==> src/rtl/lsu_rmw_pkg.sv <==
// Shared load/store definitions: funct3 encodings for memory accesses and
// the FSM state encoding used by lsu_rmw.
package lsu_rmw_pkg;

   typedef logic [2:0] funct3_t;

   localparam funct3_t F3_BYTE   = 3'b000;
   localparam funct3_t F3_HALF   = 3'b001;
   localparam funct3_t F3_WORD   = 3'b010;
   localparam funct3_t F3_BYTE_U = 3'b100;
   localparam funct3_t F3_HALF_U = 3'b101;

   typedef logic [2:0] lsu_state_t;

   localparam lsu_state_t S_IDLE = 3'd0;
   localparam lsu_state_t S_RD   = 3'd1;
   localparam lsu_state_t S_CAP  = 3'd2;
   localparam lsu_state_t S_WR   = 3'd3;
   localparam lsu_state_t S_RESP = 3'd4;
   localparam lsu_state_t S_ERR  = 3'd5;

endpackage

==> src/rtl/lsu_lane_align.sv <==
// Byte/halfword lane handling on a 32-bit word: load extraction with
// sign/zero extension, store lane merge, and legality check of an access.
module lsu_lane_align
   import lsu_rmw_pkg::*;
(
   input  logic [31:0] word,
   input  logic [31:0] wdata,
   input  logic [1:0]  addr_lo,
   input  funct3_t     funct3,
   input  logic        we,
   output logic [31:0] load_data,
   output logic [31:0] merged,
   output logic        misaligned
);

   logic [7:0]  byte_sel;
   logic [15:0] half_sel;

   // Pick the addressed byte and halfword out of the read word
   always_comb begin
      byte_sel = word[{addr_lo, 3'b000} +: 8];
      half_sel = word[{addr_lo[1], 4'b0000} +: 16];
   end

   // Extend the selected lane into a full load result
   always_comb begin
      load_data = '0;
      case (funct3)
         F3_BYTE:   load_data = {{24{byte_sel[7]}}, byte_sel};
         F3_BYTE_U: load_data = {24'h0, byte_sel};
         F3_HALF:   load_data = {{16{half_sel[15]}}, half_sel};
         F3_HALF_U: load_data = {16'h0, half_sel};
         F3_WORD:   load_data = word;
         default:   load_data = '0;
      endcase
   end

   // Replace only the addressed lane; a word store passes wdata straight through
   always_comb begin
      merged = word;
      case (funct3)
         F3_BYTE: merged[{addr_lo, 3'b000} +: 8]     = wdata[7:0];
         F3_HALF: merged[{addr_lo[1], 4'b0000} +: 16] = wdata[15:0];
         default: merged = wdata;
      endcase
   end

   // Unsigned variants are load-only; unused encodings are always rejected
   always_comb begin
      misaligned = 1'b1;
      case (funct3)
         F3_BYTE:   misaligned = 1'b0;
         F3_BYTE_U: misaligned = we;
         F3_HALF:   misaligned = addr_lo[0];
         F3_HALF_U: misaligned = we | addr_lo[0];
         F3_WORD:   misaligned = |addr_lo;
         default:   misaligned = 1'b1;
      endcase
   end

endmodule

==> src/rtl/lsu_rmw.sv <==
// Load/store unit adding byte/halfword access and read-modify-write stores
// on top of a word-only memory with one cycle of read latency.
//
//  state  | meaning
//  IDLE   | ready for a request; legality decided at accept
//  RD     | word address presented to memory
//  CAP    | read word valid; register load result or merged store word
//  WR     | whole-word write strobe (only state with mem_wren high)
//  RESP   | resp_valid pulse for a completed access
//  ERR    | resp_valid + resp_err pulse; memory never touched
module lsu_rmw
   import lsu_rmw_pkg::*;
#(
   parameter int WIDTH = 32
) (
   input  logic             clk,
   input  logic             rst,
   input  logic             req_valid,
   output logic             req_ready,
   input  logic             req_we,
   input  logic [WIDTH-1:0] req_addr,
   input  logic [WIDTH-1:0] req_wdata,
   input  logic [2:0]       req_funct3,
   output logic             resp_valid,
   output logic [WIDTH-1:0] resp_rdata,
   output logic             resp_err,
   output logic [WIDTH-1:0] mem_addr,
   output logic             mem_wren,
   output logic [WIDTH-1:0] mem_wr_data,
   output logic [2:0]       mem_funct3,
   input  logic [WIDTH-1:0] mem_rd_data
);

   if (WIDTH != 32) begin : g_width_check
      $error("lsu_rmw supports only WIDTH=32");
   end

   lsu_state_t       state;
   logic             we_q;
   funct3_t          f3_q;
   logic [WIDTH-1:0] addr_q;
   logic [WIDTH-1:0] wdata_q;
   logic [WIDTH-1:0] wr_word_q;
   logic [WIDTH-1:0] rdata_q;

   logic [1:0]       lane_lo;
   funct3_t          lane_f3;
   logic             lane_we;
   logic [WIDTH-1:0] load_data;
   logic [WIDTH-1:0] merged;
   logic             misaligned;

   // One lane unit serves both jobs: in IDLE it judges the incoming request,
   // afterwards it works on the latched request and the returned read word
   always_comb begin
      lane_lo = addr_q[1:0];
      lane_f3 = f3_q;
      lane_we = we_q;
      if (state == S_IDLE) begin
         lane_lo = req_addr[1:0];
         lane_f3 = req_funct3;
         lane_we = req_we;
      end
   end

   lsu_lane_align u_lane (
      .word       (mem_rd_data),
      .wdata      (wdata_q),
      .addr_lo    (lane_lo),
      .funct3     (lane_f3),
      .we         (lane_we),
      .load_data  (load_data),
      .merged     (merged),
      .misaligned (misaligned)
   );

   // Outputs decoded from state so a reset drops mem_wren without waiting for a clock
   always_comb begin
      req_ready   = (state == S_IDLE);
      resp_valid  = (state == S_RESP) || (state == S_ERR);
      resp_err    = (state == S_ERR);
      resp_rdata  = rdata_q;
      mem_wren    = (state == S_WR);
      mem_addr    = {addr_q[WIDTH-1:2], 2'b00};
      mem_wr_data = wr_word_q;
      mem_funct3  = F3_WORD;
   end

   // Request sequencing; resp_rdata only changes when a response is issued
   always_ff @(posedge clk or negedge rst) begin
      if (!rst) begin
         state     <= S_IDLE;
         we_q      <= 1'b0;
         f3_q      <= F3_WORD;
         addr_q    <= '0;
         wdata_q   <= '0;
         wr_word_q <= '0;
         rdata_q   <= '0;
      end else begin
         case (state)
            S_IDLE: begin
               if (req_valid) begin
                  we_q    <= req_we;
                  f3_q    <= req_funct3;
                  addr_q  <= req_addr;
                  wdata_q <= req_wdata;
                  if (misaligned) begin
                     rdata_q <= '0;
                     state   <= S_ERR;
                  end else if (req_we && (req_funct3 == F3_WORD)) begin
                     wr_word_q <= req_wdata;
                     state     <= S_WR;
                  end else begin
                     state <= S_RD;
                  end
               end
            end
            S_RD:   state <= S_CAP;
            S_CAP: begin
               if (we_q) begin
                  wr_word_q <= merged;
                  state     <= S_WR;
               end else begin
                  rdata_q <= load_data;
                  state   <= S_RESP;
               end
            end
            S_WR: begin
               rdata_q <= '0;
               state   <= S_RESP;
            end
            S_RESP: state <= S_IDLE;
            S_ERR:  state <= S_IDLE;
            default: state <= S_IDLE;
         endcase
      end
   end

endmodule

==> config.mk <==
export PLATFORM = sky130hd
export DESIGN_NAME = lsu_rmw
export DESIGN_NICKNAME = d
export VERILOG_FILES = /design/src/rtl/lsu_rmw_pkg.sv /design/src/rtl/lsu_lane_align.sv /design/src/rtl/lsu_rmw.sv
export SDC_FILE = /design/constraint.sdc
export NUM_CORES = 1
export LEC_CHECK = 0
export ABC_AREA = 1
export CAP_MARGIN = 40
export CELL_PAD_IN_SITES_DETAIL_PLACEMENT = 1
export CELL_PAD_IN_SITES_GLOBAL_PLACEMENT = 1
export CORE_UTILIZATION = 32
export CTS_CLUSTER_SIZE = 24
export DETAILED_ROUTE_END_ITERATION = 8
export PLACE_DENSITY = 0.83
export SLEW_MARGIN = 30
export SYNTH_ARGS = -nofsm -noshare
export SYNTH_HDL_FRONTEND = slang
export SYNTH_SLANG_ARGS = --single-unit
==> constraint.sdc <==
create_clock -name clk -period 2.4 [get_ports clk]
set_input_delay 0.48 -clock clk [delete_from_list [all_inputs] [get_ports clk]]
set_output_delay 0.48 -clock clk [all_outputs]
set_load 0.05 [all_outputs]
==> flow_metrics.py, run 1 <==
metrics = {
    "cells_and_area": {
        "drive_gt1_share_pct": 12.9,
        "antenna_cells": 0,
        "mostFrequentLayoutCells": "nand2_1 (509), clkdlybuf4s50_1 (196), nor2_1 (188), dfrtp_1 (133), inv_1 (80)",
        "multi_input_area_um2": 4450,
        "area_growth_pct": 32.5,
        "final_util_pct": 43.3,
        "instances_no_fill": 1788,
        "regArea_um2": 3380,
        "final_common_cell": "nand2_1",
        "layout.nets": 1540,
        "nFillCells": 3344,
    },
    "detailed_routing": {
        "drc": 0,
        "antenna_left": 0,
        "drt_iter0_drc": 688,
        "detail_route.wirelength_um": 31600,
        "vias": 8891,
        "drt-vias-per-instance": 4.97,
        "first_pass_iters": 5,
        "avgRoutedWirePerCell_um": 17.7,
    },
    "yosys": {
        "syn_area_per_cell_um2": 6.94,
        "synth_area_um2": 8810,
        "synthArstFlopShare_pct": 100,
        "syn_inst": 1269,
        "synthDistinctLibCells": 33,
        "synth-edff-count": 0,
        "yosysSeqAreaShare_pct": 38.4,
        "synth_seq_cells": 135,
        "synth_ff_type": "dfrtp_1",
        "yosysWarnings": 0,
    },
    "floorplanning": {
        "fp.dieW_um": 168,
        "row_count": 60,
        "coreArea_um2": 27000,
        "initial_core_util_pct": 32.7,
        "die_h_um": 168,
        "die_area_um2": 28200,
        "io_pins": 206,
    },
    "clock_tree": {
        "path_clk_slew_ns": 0.07,
        "cts_sinks": 135,
        "cts_setup_buffers": 0,
        "cts_inserted_buffers": 17,
        "cts_tree": "yes",
        "cts_root_buf": "clkbuf_16",
        "clkLatencyLatePin_ns": 0.44,
        "ctsLongestPathBuffers": 2,
        "htreeDepth": 4,
    },
    "global_routing": {
        "grt_pass1_vias": 9107,
        "grt_pass1_wl_um": 49800,
        "grt_overflow": 0,
        "grt_max_degree": 91,
        "antenna_found_initial": 0,
        "grt_use_total_pct": 22.8,
    },
    "setup_path": {
        "worstPathMaxFanout": 4,
        "worst_ep_required_time_ns": 1.92,
        "critPathKind": "reg -> out",
        "worstSetupStartpointType": "register",
        "cp.arrival_ns": 1.81,
        "end_kind": "output port",
    },
    "sta": {
        "grt_setup_unrepaired": "false",
        "clock_skew_ns": 0.0132,
        "post-route-min-period_ns": 2.29,
        "maxSlewHeadroom_pct": 63.7,
        "period_share_pct": 95.2,
        "tightest_slew_ns": 0.545,
        "finalHoldViolCount": 0,
        "max_freq_ghz": 0.437,
        "slew_violations": 0,
        "setup_viol": 0,
        "timing.final.ws_setup_ns": 0.114,
        "whs_ns": 0.482,
    },
    "place": {
        "gp_congestion": 0.909,
        "dp_hpwl_um": 23400,
        "place_inst": 1755,
        "pre_cts_ws_ns": -0.306,
        "io_buffers": 200,
    },
    "run_status": {
        "outcome": "finished, final reports clean",
    },
    "job": {
        "maxCapViolCount": 0,
    },
    "power": {
        "leakage_nw": 5.67,
        "ir_drop_mv": 0.773,
        "powerDensity_nw_per_um2": 1690,
        "fin_total_pwr_mw": 19.7,
    },
    "min_path": {
        "hold_path.class": "reg -> reg",
    },
}
-- layout make-up --
class	count	share of cell area [%]
clock inverter	15	1.37
clock buffer	17	3.64
timing repair buffer	245	21.5
sequential	135	29.0
tap	341	3.65
multi-input combinational	951	38.1
inverter	84	2.70
-- worst paths after layout --
| check | to | start | cells past startpoint | slack (ns) |
|---|---|---|---|---|
| max | resp_valid | state[2] | 3 | 0.11 |
| min | mem_wr_data[19] | mem_wr_data[19] | 2 | 0.48 |
| max reg2reg | mem_wr_data[18] | state[2] | 12 | 0.13 |
| min reg2reg | mem_wr_data[19] | mem_wr_data[19] | 2 | 0.48 |
| max in group asynchronous | f3_q[1] | rst | 3 | 1.19 |
| min in group asynchronous | resp_rdata[5] | rst | 2 | 0.56 |
-- stage by stage --
step,area (um2),setup TNS [ns]
after floorplan,8820,0
after global placement,11100,-4.04
after detailed placement,11100,-6.89
after CTS,11700,0
after global routing,11700,0
final,11700,0
-- state kept, by name, indices dropped and copies added (netlist names) --
name and cells:
state 3, wdata_q 32, mem_wr_data 32, f3_q 3, addr_q 32, we_q 1
resp_rdata 32
-- report_power, final --
part | leakage, nW | switching [mW] | total, mW | internal [mW]
sequential | 1.66 | 0.632 | 3.92 | 3.29
combinational | 3.73 | 8.67 | 13.1 | 4.39
clock | 0.280 | 1.23 | 2.70 | 1.47
total | 5.67 | 10.5 | 19.7 | 9.15
-- kinds of logic after synthesis --
logic type	Yosys count	synth area share (%)
AO/OA/AOI/OAI	99	6.81
buffers and inverters	186	11.6
multiplexers	46	5.88
AND/OR/NAND/NOR	798	36.9
flip-flops	135	38.4
other	2	0.0853
adder cells (fa/ha/maj)	3	0.426
-- timing repair --
item                                   CTS  global route
endpoints found under the hold margin    6             0
setup endpoints to repair                1             6
gates resized for setup                  1             8
pin swaps                                0             1
hold buffers                             1             0
-- metal layers --
layer	global-route usage [%]	wire length (um)
met1	30.0	14400
met2	37.9	15100
met3	3.83	1460
met4	7.58	638
met5	0	0
-- Yosys cell counts (2+ instances only) --
| cell type | instances | area share [%] |
|---|---|---|
| nand3_4 | 2 | 0.40 |
| nor2_4 | 2 | 0.26 |
| nand3_1 | 68 | 3.9 |
| nand2_4 | 5 | 0.64 |
| dfrtp_1 | 134 | 38 |
| nor2_1 | 190 | 8.1 |
| o21ai_2 | 20 | 2.0 |
| conb_1 | 2 | 0.085 |
| inv_2 | 3 | 0.13 |
| nand3_2 | 7 | 0.80 |
| clkbuf_1 | 19 | 0.81 |
| nand2_2 | 6 | 0.43 |
| buf_6 | 18 | 2.3 |
| nand4_1 | 3 | 0.21 |
| a21oi_1 | 51 | 2.9 |
| inv_1 | 81 | 3.5 |
| o21ai_0 | 18 | 1.0 |
| mux2_2 | 46 | 5.9 |
| buf_2 | 25 | 1.4 |
| buf_4 | 38 | 3.2 |
| o21ai_1 | 6 | 0.34 |
| nand2_1 | 512 | 22 |
| ha_1 | 3 | 0.43 |
-- critical path, cell delays in order (launching register included) --
cell and delay [ns]:
dfrtp_2 0.41, inv_1 0.07, nor2_1 0.08, clkdlybuf4s50_1 0.81
(Power assumes the default switching activity.)
==> inputs of run 2 (changes only) <==
--- a/config.mk
+++ b/config.mk
@@ -10,7 +10,7 @@
 export CELL_PAD_IN_SITES_DETAIL_PLACEMENT = 1
 export CELL_PAD_IN_SITES_GLOBAL_PLACEMENT = 1
 export CORE_UTILIZATION = 32
-export CTS_CLUSTER_SIZE = 24
+export CTS_CLUSTER_SIZE = 30
 export DETAILED_ROUTE_END_ITERATION = 8
 export PLACE_DENSITY = 0.83
 export SLEW_MARGIN = 30
==> results of run 2 <==
Final layout, timing and power as in run 1 (identical DEF).
